<file path="config.mk">
export PLATFORM = sky130hd
export DESIGN_NAME = branch_resolve_unit
export DESIGN_NICKNAME = d
export VERILOG_FILES = /design/src/rtl/branch_resolve_unit_pkg.sv /design/src/rtl/branch_resolve_unit_cmp.sv /design/src/rtl/branch_resolve_unit.sv
export SDC_FILE = /design/constraint.sdc
export NUM_CORES = 1
export LEC_CHECK = 0
export CAP_MARGIN = 10
export CORE_MARGIN = 2
export CORE_UTILIZATION = 54
export DETAILED_ROUTE_END_ITERATION = 8
export PLACE_DENSITY = 0.82
export SLEW_MARGIN = 20
export SYNTH_ARGS = -nofsm -noshare
export SYNTH_HDL_FRONTEND = slang
export SYNTH_SLANG_ARGS = --single-unit
</file>
<file path="constraint.sdc">
create_clock -name clk -period 6 [get_ports clk]
set_clock_uncertainty 0.2 [all_clocks]
set_input_delay 0.6 -clock clk [delete_from_list [all_inputs] [get_ports clk]]
set_output_delay 0.6 -clock clk [all_outputs]
set_load 0.01 [all_outputs]
</file>
<file path="src/rtl/branch_resolve_unit_pkg.sv">
// branch_resolve_unit_pkg: f3Br encodings, BHT counter type and reset value, funct3 validity helper
package branch_resolve_unit_pkg;
  typedef enum logic [2:0] {
    F3_BEQ  = 3'b000,
    F3_BNE  = 3'b001,
    F3_BLT  = 3'b100,
    F3_BGE  = 3'b101,
    F3_BLTU = 3'b110,
    F3_BGEU = 3'b111
  } f3_br_e;
  typedef logic [1:0] bht_ctr_t;
  localparam bht_ctr_t BHT_RESET = 2'b01;
  function automatic logic f3_br_valid(input logic [2:0] f3);
    return f3[2:1] != 2'b01;
  endfunction
endpackage

</file>
<file path="src/rtl/branch_resolve_unit_cmp.sv">
// branch_cmp: combinational funct3/rs1/rs2 -> taken, illegal (010/011 never taken)
module branch_cmp
  import branch_resolve_unit_pkg::*;
#(
  parameter int XLEN = 32
) (
  input  logic [2:0]      funct3,
  input  logic [XLEN-1:0] rs1,
  input  logic [XLEN-1:0] rs2,
  output logic            taken,
  output logic            illegal
);
  logic eq, lt, ltu, base;
  assign eq      = rs1 == rs2;
  assign lt      = $signed(rs1) < $signed(rs2);
  assign ltu     = rs1 < rs2;
  // Odd funct3 is the inverted form of the even one (NE/GE/GEU).
  assign base    = funct3[2] ? (funct3[1] ? ltu : lt) : eq;
  assign illegal = !f3_br_valid(funct3);
  assign taken   = !illegal & (base ^ funct3[0]);
endmodule

</file>
<file path="src/rtl/branch_resolve_unit.sv">
// branch_resolve_unit: bimodal BHT lookup (clk, rst, pred_*) and one-stage branch resolution (ex_*, flush -> res_*)
module branch_resolve_unit
  import branch_resolve_unit_pkg::*;
#(
  parameter int XLEN       = 32,
  parameter int BHT_DEPTH  = 64,
  parameter int PREDICT_EN = 1
) (
  input  logic            clk,
  input  logic            rst,
  input  logic            pred_valid,
  input  logic [XLEN-1:0] pred_pc,
  output logic            pred_taken,
  input  logic            ex_valid,
  input  logic            ex_branch,
  input  logic [2:0]      ex_funct3,
  input  logic [XLEN-1:0] ex_rs1,
  input  logic [XLEN-1:0] ex_rs2,
  input  logic [XLEN-1:0] ex_pc,
  input  logic [XLEN-1:0] ex_imm,
  input  logic            ex_pred_taken,
  input  logic            flush,
  output logic            res_valid,
  output logic            res_taken,
  output logic            res_mispred,
  output logic            res_illegal,
  output logic [XLEN-1:0] res_target
);
  localparam int IDX = $clog2(BHT_DEPTH);
  logic            cmp_taken, cmp_illegal, capture;
  logic            res_valid_d, res_taken_d, res_mispred_d, res_illegal_d;
  logic            res_valid_q, res_taken_q, res_mispred_q, res_illegal_q;
  logic [XLEN-1:0] res_target_d, res_target_q;
  branch_cmp #(.XLEN(XLEN)) u_cmp (
    .funct3  (ex_funct3),
    .rs1     (ex_rs1),
    .rs2     (ex_rs2),
    .taken   (cmp_taken),
    .illegal (cmp_illegal)
  );
  assign capture = ex_valid & ex_branch & ~flush;
  always_comb begin
    res_valid_d   = capture;
    res_taken_d   = capture & cmp_taken;
    res_mispred_d = capture & (cmp_taken ^ ex_pred_taken);
    res_illegal_d = capture & cmp_illegal;
    res_target_d  = capture ? (cmp_taken ? ex_pc + ex_imm : ex_pc + XLEN'(4)) : res_target_q;
  end
  always_ff @(posedge clk or posedge rst) begin
    if (rst) begin
      res_valid_q   <= 1'b0;
      res_taken_q   <= 1'b0;
      res_mispred_q <= 1'b0;
      res_illegal_q <= 1'b0;
      res_target_q  <= '0;
    end else begin
      res_valid_q   <= res_valid_d;
      res_taken_q   <= res_taken_d;
      res_mispred_q <= res_mispred_d;
      res_illegal_q <= res_illegal_d;
      res_target_q  <= res_target_d;
    end
  end
  assign res_valid   = res_valid_q;
  assign res_taken   = res_taken_q;
  assign res_mispred = res_mispred_q;
  assign res_illegal = res_illegal_q;
  assign res_target  = res_target_q;
  if (PREDICT_EN != 0) begin : g_bht
    bht_ctr_t [BHT_DEPTH-1:0] bht_q, bht_d;
    logic [IDX-1:0]           pred_idx, ex_idx;
    logic                     unused_pred_pc;
    assign pred_idx       = pred_pc[IDX+1:2];
    assign ex_idx         = ex_pc[IDX+1:2];
    assign unused_pred_pc = ^{pred_pc[XLEN-1:IDX+2], pred_pc[1:0]};
    // Saturating 2-bit counter; lookup reads bht_q so an update lands next cycle.
    always_comb begin
      bht_d = bht_q;
      if (capture & ~cmp_illegal)
        bht_d[ex_idx] = cmp_taken ? (bht_q[ex_idx] == 2'b11 ? 2'b11 : bht_q[ex_idx] + 2'd1)
                                  : (bht_q[ex_idx] == 2'b00 ? 2'b00 : bht_q[ex_idx] - 2'd1);
    end
    always_ff @(posedge clk or posedge rst) begin
      if (rst) bht_q <= {BHT_DEPTH{BHT_RESET}};
      else     bht_q <= bht_d;
    end
    assign pred_taken = pred_valid & bht_q[pred_idx][1];
  end else begin : g_static
    logic unused_pred;
    assign unused_pred = ^{pred_valid, pred_pc};
    assign pred_taken  = 1'b0;
  end
endmodule

</file>
==> results of run 1 <==
metrics by stage:
stage / hold WS, ns / cell area (um^2) / total power [mW] / setup WS [ns]
floorplan: 0.242 / 11000 / 1.63 / 0.873
global route: 0.278 / 13600 / 3.21 / 1.38
detailed placement: 0.254 / 13000 / 1.96 / 1.40
finish: 0.262 / 13600 / 3.07 / 1.38
global placement: 0.248 / 13000 / 1.94 / 1.49
CTS: 0.265 / 13600 / 3.07 / 1.41
per-layer routing:
metal / vias to the layer above / wire length, um / GRT usage (%)
li1: 4640 / - / -
met2: 489 / 14800 / 48.9
met4: 0 / 866 / 9.71
met3: 75 / 2800 / 7.66
met5: - / 0 / 0
met1: 4764 / 12500 / 37.8
kinds of logic after synthesis:
logic type	Yosys count	synth area share, %
AOI/OAI and AO/OA	308	16.8
xor gates and xnor gates	51	4.07
adders and majority gates	67	7.69
buffers and inverters	94	3.55
DFF	164	38.1
muxes	80	12.6
and+or+nand+nor	426	17.2
how the worst min path moves through the flow:
stage / to / slack (ns) / from / cells after the start
detailed placement: g_bht.bht_q[46] / 0.25 / g_bht.bht_q[46] / 2
CTS: g_bht.bht_q[62] / 0.26 / g_bht.bht_q[62] / 2
finish: g_bht.bht_q[94] / 0.26 / g_bht.bht_q[94] / 2
global placement: g_bht.bht_q[10] / 0.25 / g_bht.bht_q[10] / 2
floorplan: g_bht.bht_q[46] / 0.24 / g_bht.bht_q[46] / 2
global route: g_bht.bht_q[78] / 0.28 / g_bht.bht_q[78] / 2
flip-flops by register name (all words and copies together), names as in the netlist:
signal	cells
g_bht.bht_q	128
res_illegal	1
res_mispred	1
res_taken	1
res_target	32
res_valid	1
layout make-up:
class	count	area, um^2
Fill cell	1529	6480
Multi-Input combinational cell	932	6430
Sequential cell	164	4180
Timing Repair Buffer	196	1910
Clock buffer	18	429
Tap cell	270	338
Clock inverter	14	169
Inverter	43	166
power breakdown:
part / internal [mW] / total [mW] / leakage [nW] / switching, mW
Clock: 0.627 / 1.12 / 0.287 / 0.492
Combinational: 0.352 / 0.722 / 3.27 / 0.370
Sequential: 1.18 / 1.23 / 2.01 / 0.0425
Total: 2.16 / 3.07 / 5.57 / 0.905
worst max-delay path: cells and delay by family:
family	cells	cell delay, ns
buffers and inverters	2	1.58
and+or+nand+nor	1	0.16
muxes	3	1.46
cell usage after synthesis (all sizes together), types with 4 or more instances:
| cell type | instances | area (um^2) |
|---|---|---|
| o311ai | 8 | 70.1 |
| a211oi | 7 | 52.6 |
| ha | 64 | 801 |
| mux2i | 19 | 194 |
| o31ai | 4 | 30.0 |
| or3 | 5 | 31.3 |
| dfstp | 64 | 1680 |
| o21a | 5 | 37.5 |
| a21oi | 41 | 205 |
| nor3b | 5 | 37.5 |
| o211ai | 9 | 67.6 |
| a31oi | 4 | 25.0 |
| xor2 | 24 | 210 |
| and3 | 16 | 100 |
| a22oi | 11 | 82.6 |
| nand3 | 30 | 150 |
| nor2b | 8 | 50.1 |
| a221oi | 4 | 35.0 |
| a21o | 17 | 128 |
| o21bai | 4 | 30.0 |
| or2 | 4 | 25.0 |
| o21ai | 171 | 856 |
| nand2 | 268 | 1010 |
| buf | 27 | 138 |
| clkbuf | 24 | 90.1 |
| nand4 | 15 | 93.8 |
| nor3 | 12 | 60.1 |
| mux4 | 45 | 1010 |
| nand2b | 7 | 43.8 |
| nand3b | 4 | 30.0 |
| mux2 | 16 | 180 |
| and2 | 5 | 31.3 |
| nor2 | 37 | 141 |
| xnor2 | 27 | 236 |
| inv | 42 | 158 |
| dfrtp | 100 | 2500 |
layout by cell type, fill, tap and decap left out, drive strengths merged, types with 11 or more instances in the layout:
cell type and count:
mux4 45, mux2 16, a21oi 41, clkdlybuf4s50 177
a21o 17, o21ai 171, xor2 24, nand4 15
dfrtp 100, nand2 268, xnor2 27, clkbuf 18
buf 19, nor3 12, mux2i 19, a22oi 11
and3 16, nand3 30, ha 64, dfstp 64
nor2 37, inv 49
==> metrics.cfg, run 1 <==
[outcome]
outcome = finished, final reports clean

[floorplan]
die_height_um = 147
io_pins = 207
num_rows = 52
die_width_um = 147
dieArea_um2 = 21500
start_util_pct = 54.6
core_um2 = 20100

[logic_synthesis]
syn_area_per_cell_um2 = 9.22
synth-seq-cells = 164
synth-edff-count = 0
syn_nets = 1425
yosysSeqAreaShare_pct = 38.1
synth.distinct_cells = 63
async_flop_share_pct = 100
synth_ff_type = dfrtp_1
synth_area_um2 = 11000
synth_warnings = 0
synthCells = 1190

[placed_design]
port-buffer-count = 180
hpwl_um = 22000
dp.cells = 1605
place_congestion = 0.870

[final_layout]
utilization_pct = 67.8
insertedDiodeCount = 0
final_cells = 1637
fin_nets = 1589
syn_to_final_growth_pct = 24.2
drive_gt1_share_pct = 14.1

[route]
wire_per_inst_um = 18.9
dr.pass1.iters = 8
vias_per_cell = 6.09
antenna_left = 0
drt_iter0_markers = 777
route.detailed.drc = 0
routed_wl_um = 31000
vias = 9968

[global_routing]
grt_pass1_wl_um = 50300
grt_pass1_vias = 10000
globalRouteTotalUtil_pct = 29.4
grt_max_degree = 84
grt_overflow_total = 0
antenna_found_initial = 0

[pwr]
p_leak_nw = 5.57
ir_drop_v = 0.000206
p_per_area_nw_per_um2 = 225

[clock_network]
hold_buffers = 0
cts_root_buf = clkbuf_16
cts_tree = yes
cts_setup_buffers = 0
cts_resized = 0
clkTransAtPathRegs_ns = 0.07
h-tree-depth = 4
clk_path_buf_depth = 2
cts_sinks = 164
clkLatencyLatePin_ns = 0.43
numCtsBuffers = 17

[hold_path]
hp-class = reg -> reg

[setup_path]
timing.rr.start = g_bht.bht_q[102]
crit_type = in -> out
cp-endpoint = pred_taken
crit_top_cell = mux4_2
max_stage_delay_ns = 1.11
startpoint_type = primary input
worstPathMaxFanout = 16
r2r_cells = 7
path_cells = clkdlybuf4s50_1 > mux4_2 > mux4_2 > mux4_2 > and2_1 > clkdlybuf4s50_1
reg2reg_to = g_bht.bht_q[117]
crit_start = pred_pc[3]
r2r_setup_slack_ns = 2.82
worst_setup_path_end_kind = output pin
slowest_stage = clkdlybuf4s50_1
worst_ep_arrival_time_ns = 3.82
critical_path_required_ns = 5.20

[sta]
worstMarginPinSlew_ns = 1.10
setup_tns_ns = 0
setup_viol = 0
period_minus_slack_ns = 4.62
clock.fmax_ghz = 0.216
slew_headroom_pct = 26.5
period_share_pct = 77.0
slew_violations = 0
rsz0062_at_grt = no
hold_viol = 0

[flow_run]
drv_cap = 0

Note: power is estimated with default switching activity, not from simulation.
==> inputs of run 2 (changes only) <==
clock period = 4.8 ns   (was 6 ns; I/O delays follow)
==> run 2 against run 1 <==
Effect of this change: power grew 26%; die area is the same; non-clock buffer count grew 13; sequential share of layout area shrank 0.22 points; register-to-register slack lost 1.2 ns; combinational power grew 27%.
==> metrics.cfg, run 2 (synthesis results as in run 1) <==
[sta]
hold_viol = 0  ; unchanged
period_share_pct = 87.1
setup_viol = 0  ; unchanged
slew_violations = 0  ; unchanged
slew_headroom_pct = 48.6  ; +22 points
period_minus_slack_ns = 4.18
clock.fmax_ghz = 0.239
rsz0062_at_grt = no
setup_tns_ns = 0  ; unchanged
worstMarginPinSlew_ns = 0.768  ; -0.330 ns
fin_ws_ns = 0.620  ; -0.760 ns

[floorplan]
core_um2 = 20100  ; unchanged
die_width_um = 147  ; unchanged
die_height_um = 147  ; unchanged
num_rows = 52  ; unchanged
start_util_pct = 54.6  ; unchanged
io_pins = 207  ; unchanged
dieArea_um2 = 21500  ; unchanged

[setup_path]
crit_top_cell = mux4_2
r2r_cells = 7  ; unchanged
crit_family = multiplexers
cp_num_buf_inv = 3  ; +1
worst_ep_arrival_time_ns = 3.50  ; -0.32 ns
path_cells = clkdlybuf4s50_1 > buf_4 > mux4_2 > mux4_2 > mux4_2 > and2_1 > clkdlybuf4s50_1
max_stage_delay_ns = 0.59  ; -0.52 ns
startpoint_type = primary input
slowest_stage = mux4_2
worstPathMaxFanout = 16  ; unchanged
crit_type = in -> out
timing.rr.start = g_bht.bht_q[102]
critical_path_required_ns = 4.12  ; -1.08 ns
worst_setup_path_end_kind = output pin
r2r_setup_slack_ns = 1.65  ; -1.17 ns
reg2reg_to = g_bht.bht_q[90]

[clock_network]
clkLatencyLatePin_ns = 0.43  ; about the same
cts_root_buf = clkbuf_16
hold_buffers = 0  ; unchanged
clkTransAtPathRegs_ns = 0.07  ; about the same
cts_sinks = 164  ; unchanged
h-tree-depth = 4  ; unchanged
cts_resized = 0  ; unchanged
cts_tree = yes
cts_setup_buffers = 0  ; unchanged
clk_path_buf_depth = 2  ; unchanged
numCtsBuffers = 17  ; unchanged

[global_routing]
grt_max_degree = 112  ; +33%
grt_overflow_total = 0  ; unchanged
grt_pass1_wl_um = 51000  ; +1.5%
globalRouteTotalUtil_pct = 29.8  ; +0.37 points
antenna_found_initial = 0  ; unchanged
grt_pass1_vias = 10100  ; +0.51%

[final_layout]
final_common_cell = nand2_1
fin_nets = 1602  ; +0.82%
stdcell_area_um2 = 13700  ; +0.72%
layout_common_cells = nand2_1 (268), clkdlybuf4s50_1 (177), o21ai_0 (104)
largest_register_ffs = 128  ; unchanged
drive_gt1_share_pct = 14.4  ; +0.30 points
largest-register = g_bht.bht_q
fillers = 1504  ; -1.6%
utilization_pct = 68.2  ; +0.49 points
insertedDiodeCount = 0  ; unchanged
syn_to_final_growth_pct = 25.0

[pwr]
ir_drop_v = 0.000208  ; +1.4%
p_total_mw = 3.85  ; +26%
p_per_area_nw_per_um2 = 281  ; +25%
p_leak_nw = 5.64  ; +1.2%
combPwrFrac_pct = 23.8  ; +0.3 points
swShare_pct = 29.4  ; -0.077 points
power.internal_mw = 2.72  ; +26%
seqPwrFrac_pct = 39.8  ; -0.2 points
pwr-share-clk_pct = 36.4  ; about the same
p_sw_mw = 1.13  ; +25%

[route]
drt_iter0_markers = 708  ; -8.9%
vias = 9975  ; +0.070%
routed_wl_um = 31400  ; +1.5%
dr.pass1.iters = 5  ; -3
vias_per_cell = 6.05  ; -0.72%
wire_per_inst_um = 19.0  ; +0.67%
route.detailed.drc = 0  ; unchanged
antenna_left = 0  ; unchanged

[placed_design]
placed_cell_area_um2 = 13100  ; +0.88%
port-buffer-count = 180  ; unchanged
post-place-ws_ns = 0.592  ; -0.808 ns
hpwl_um = 22300  ; +1.2%
place_congestion = 0.890  ; +2.3%

[flow_run]
drv_cap = 0  ; unchanged

[outcome]
outcome = finished, final reports clean

[hold_path]
holdPathStages = 2  ; unchanged
min_from = g_bht.bht_q[42]
hp-class = reg -> reg
min_delay_worst_endpoint = g_bht.bht_q[42]

## run 2: how the worst max path moves through the flow
| stage | startpoint | to | depth (start not counted) | slack, ns |
|---|---|---|---|---|
| finish | pred_pc[2] | pred_taken | 7 | 0.62 |
| global route | pred_pc[2] | pred_taken | 7 | 0.52 |
| CTS | pred_pc[2] | pred_taken | 7 | 0.60 |
| detailed placement | ex_rs2[31] | g_bht.bht_q[110] | 13 | 0.59 |
| global placement | pred_pc[2] | pred_taken | 7 | 0.64 |
| floorplan | pred_pc[2] | pred_taken | 6 | 1.23 |
## run 2: routing by layer
| layer | up-vias | GRT usage, % | part of all wire (%) | routed length (um) |
|---|---|---|---|---|
| met2 | 471 | 50.8 | 49 | 15500 |
| met5 | - | 0 | 0 | 0 |
| li1 | 4658 | - | - | - |
| met1 | 4776 | 38.3 | 40 | 12600 |
| met3 | 70 | 6.91 | 8.6 | 2710 |
| met4 | 0 | 8.54 | 2.0 | 625 |
## run 2: through the flow
| step | std cells | hold WS, ns |
|---|---|---|
| 5_1_grt | 1650 | 0.277 |
| 3_5_place_dp | 1618 | 0.254 |
| 4_1_cts | 1650 | 0.264 |
| 6_report | 1650 | 0.261 |
| 2_1_floorplan | 1190 | 0.242 |
| 3_3_place_gp | 1618 | 0.248 |
## run 2: worst register-to-register path: cells and delay by family (launching register included)
family	cells	cell delay, ns
muxes	2	0.77
AOI/OAI and AO/OA	2	0.74
adders and majority gates	1	0.51
DFF	1	0.37
buffers and inverters	1	0.31
and+or+nand+nor	1	0.17
## run 2: cell type report
| class | instances | area (um^2) | area share [%] |
|---|---|---|---|
| clock inverters | 12 | 145 | 1.06 |
| inverters | 43 | 165 | 1.20 |
| well taps | 270 | 338 | 2.46 |
| clock buffers | 20 | 447 | 3.26 |
| multi-input cells | 932 | 6400 | 46.6 |
| flip-flops and latches | 164 | 4180 | 30.5 |
| repair buffers | 209 | 2040 | 14.9 |
## run 2: power by group through the flow
stage	Clock, mW	Sequential [mW]	Combinational [mW]
detailed placement	0	1.55	0.901
finish	1.40	1.53	0.915
global route	1.47	1.54	0.997
floorplan	0	1.57	0.468
CTS	1.41	1.53	0.910
global placement	0	1.55	0.881
==> inputs of run 3 (changes only) <==
CTS_CLUSTER_DIAMETER = 30   (was unset)
==> results of run 3 <==
Final layout, timing and power as in run 2 (identical DEF).
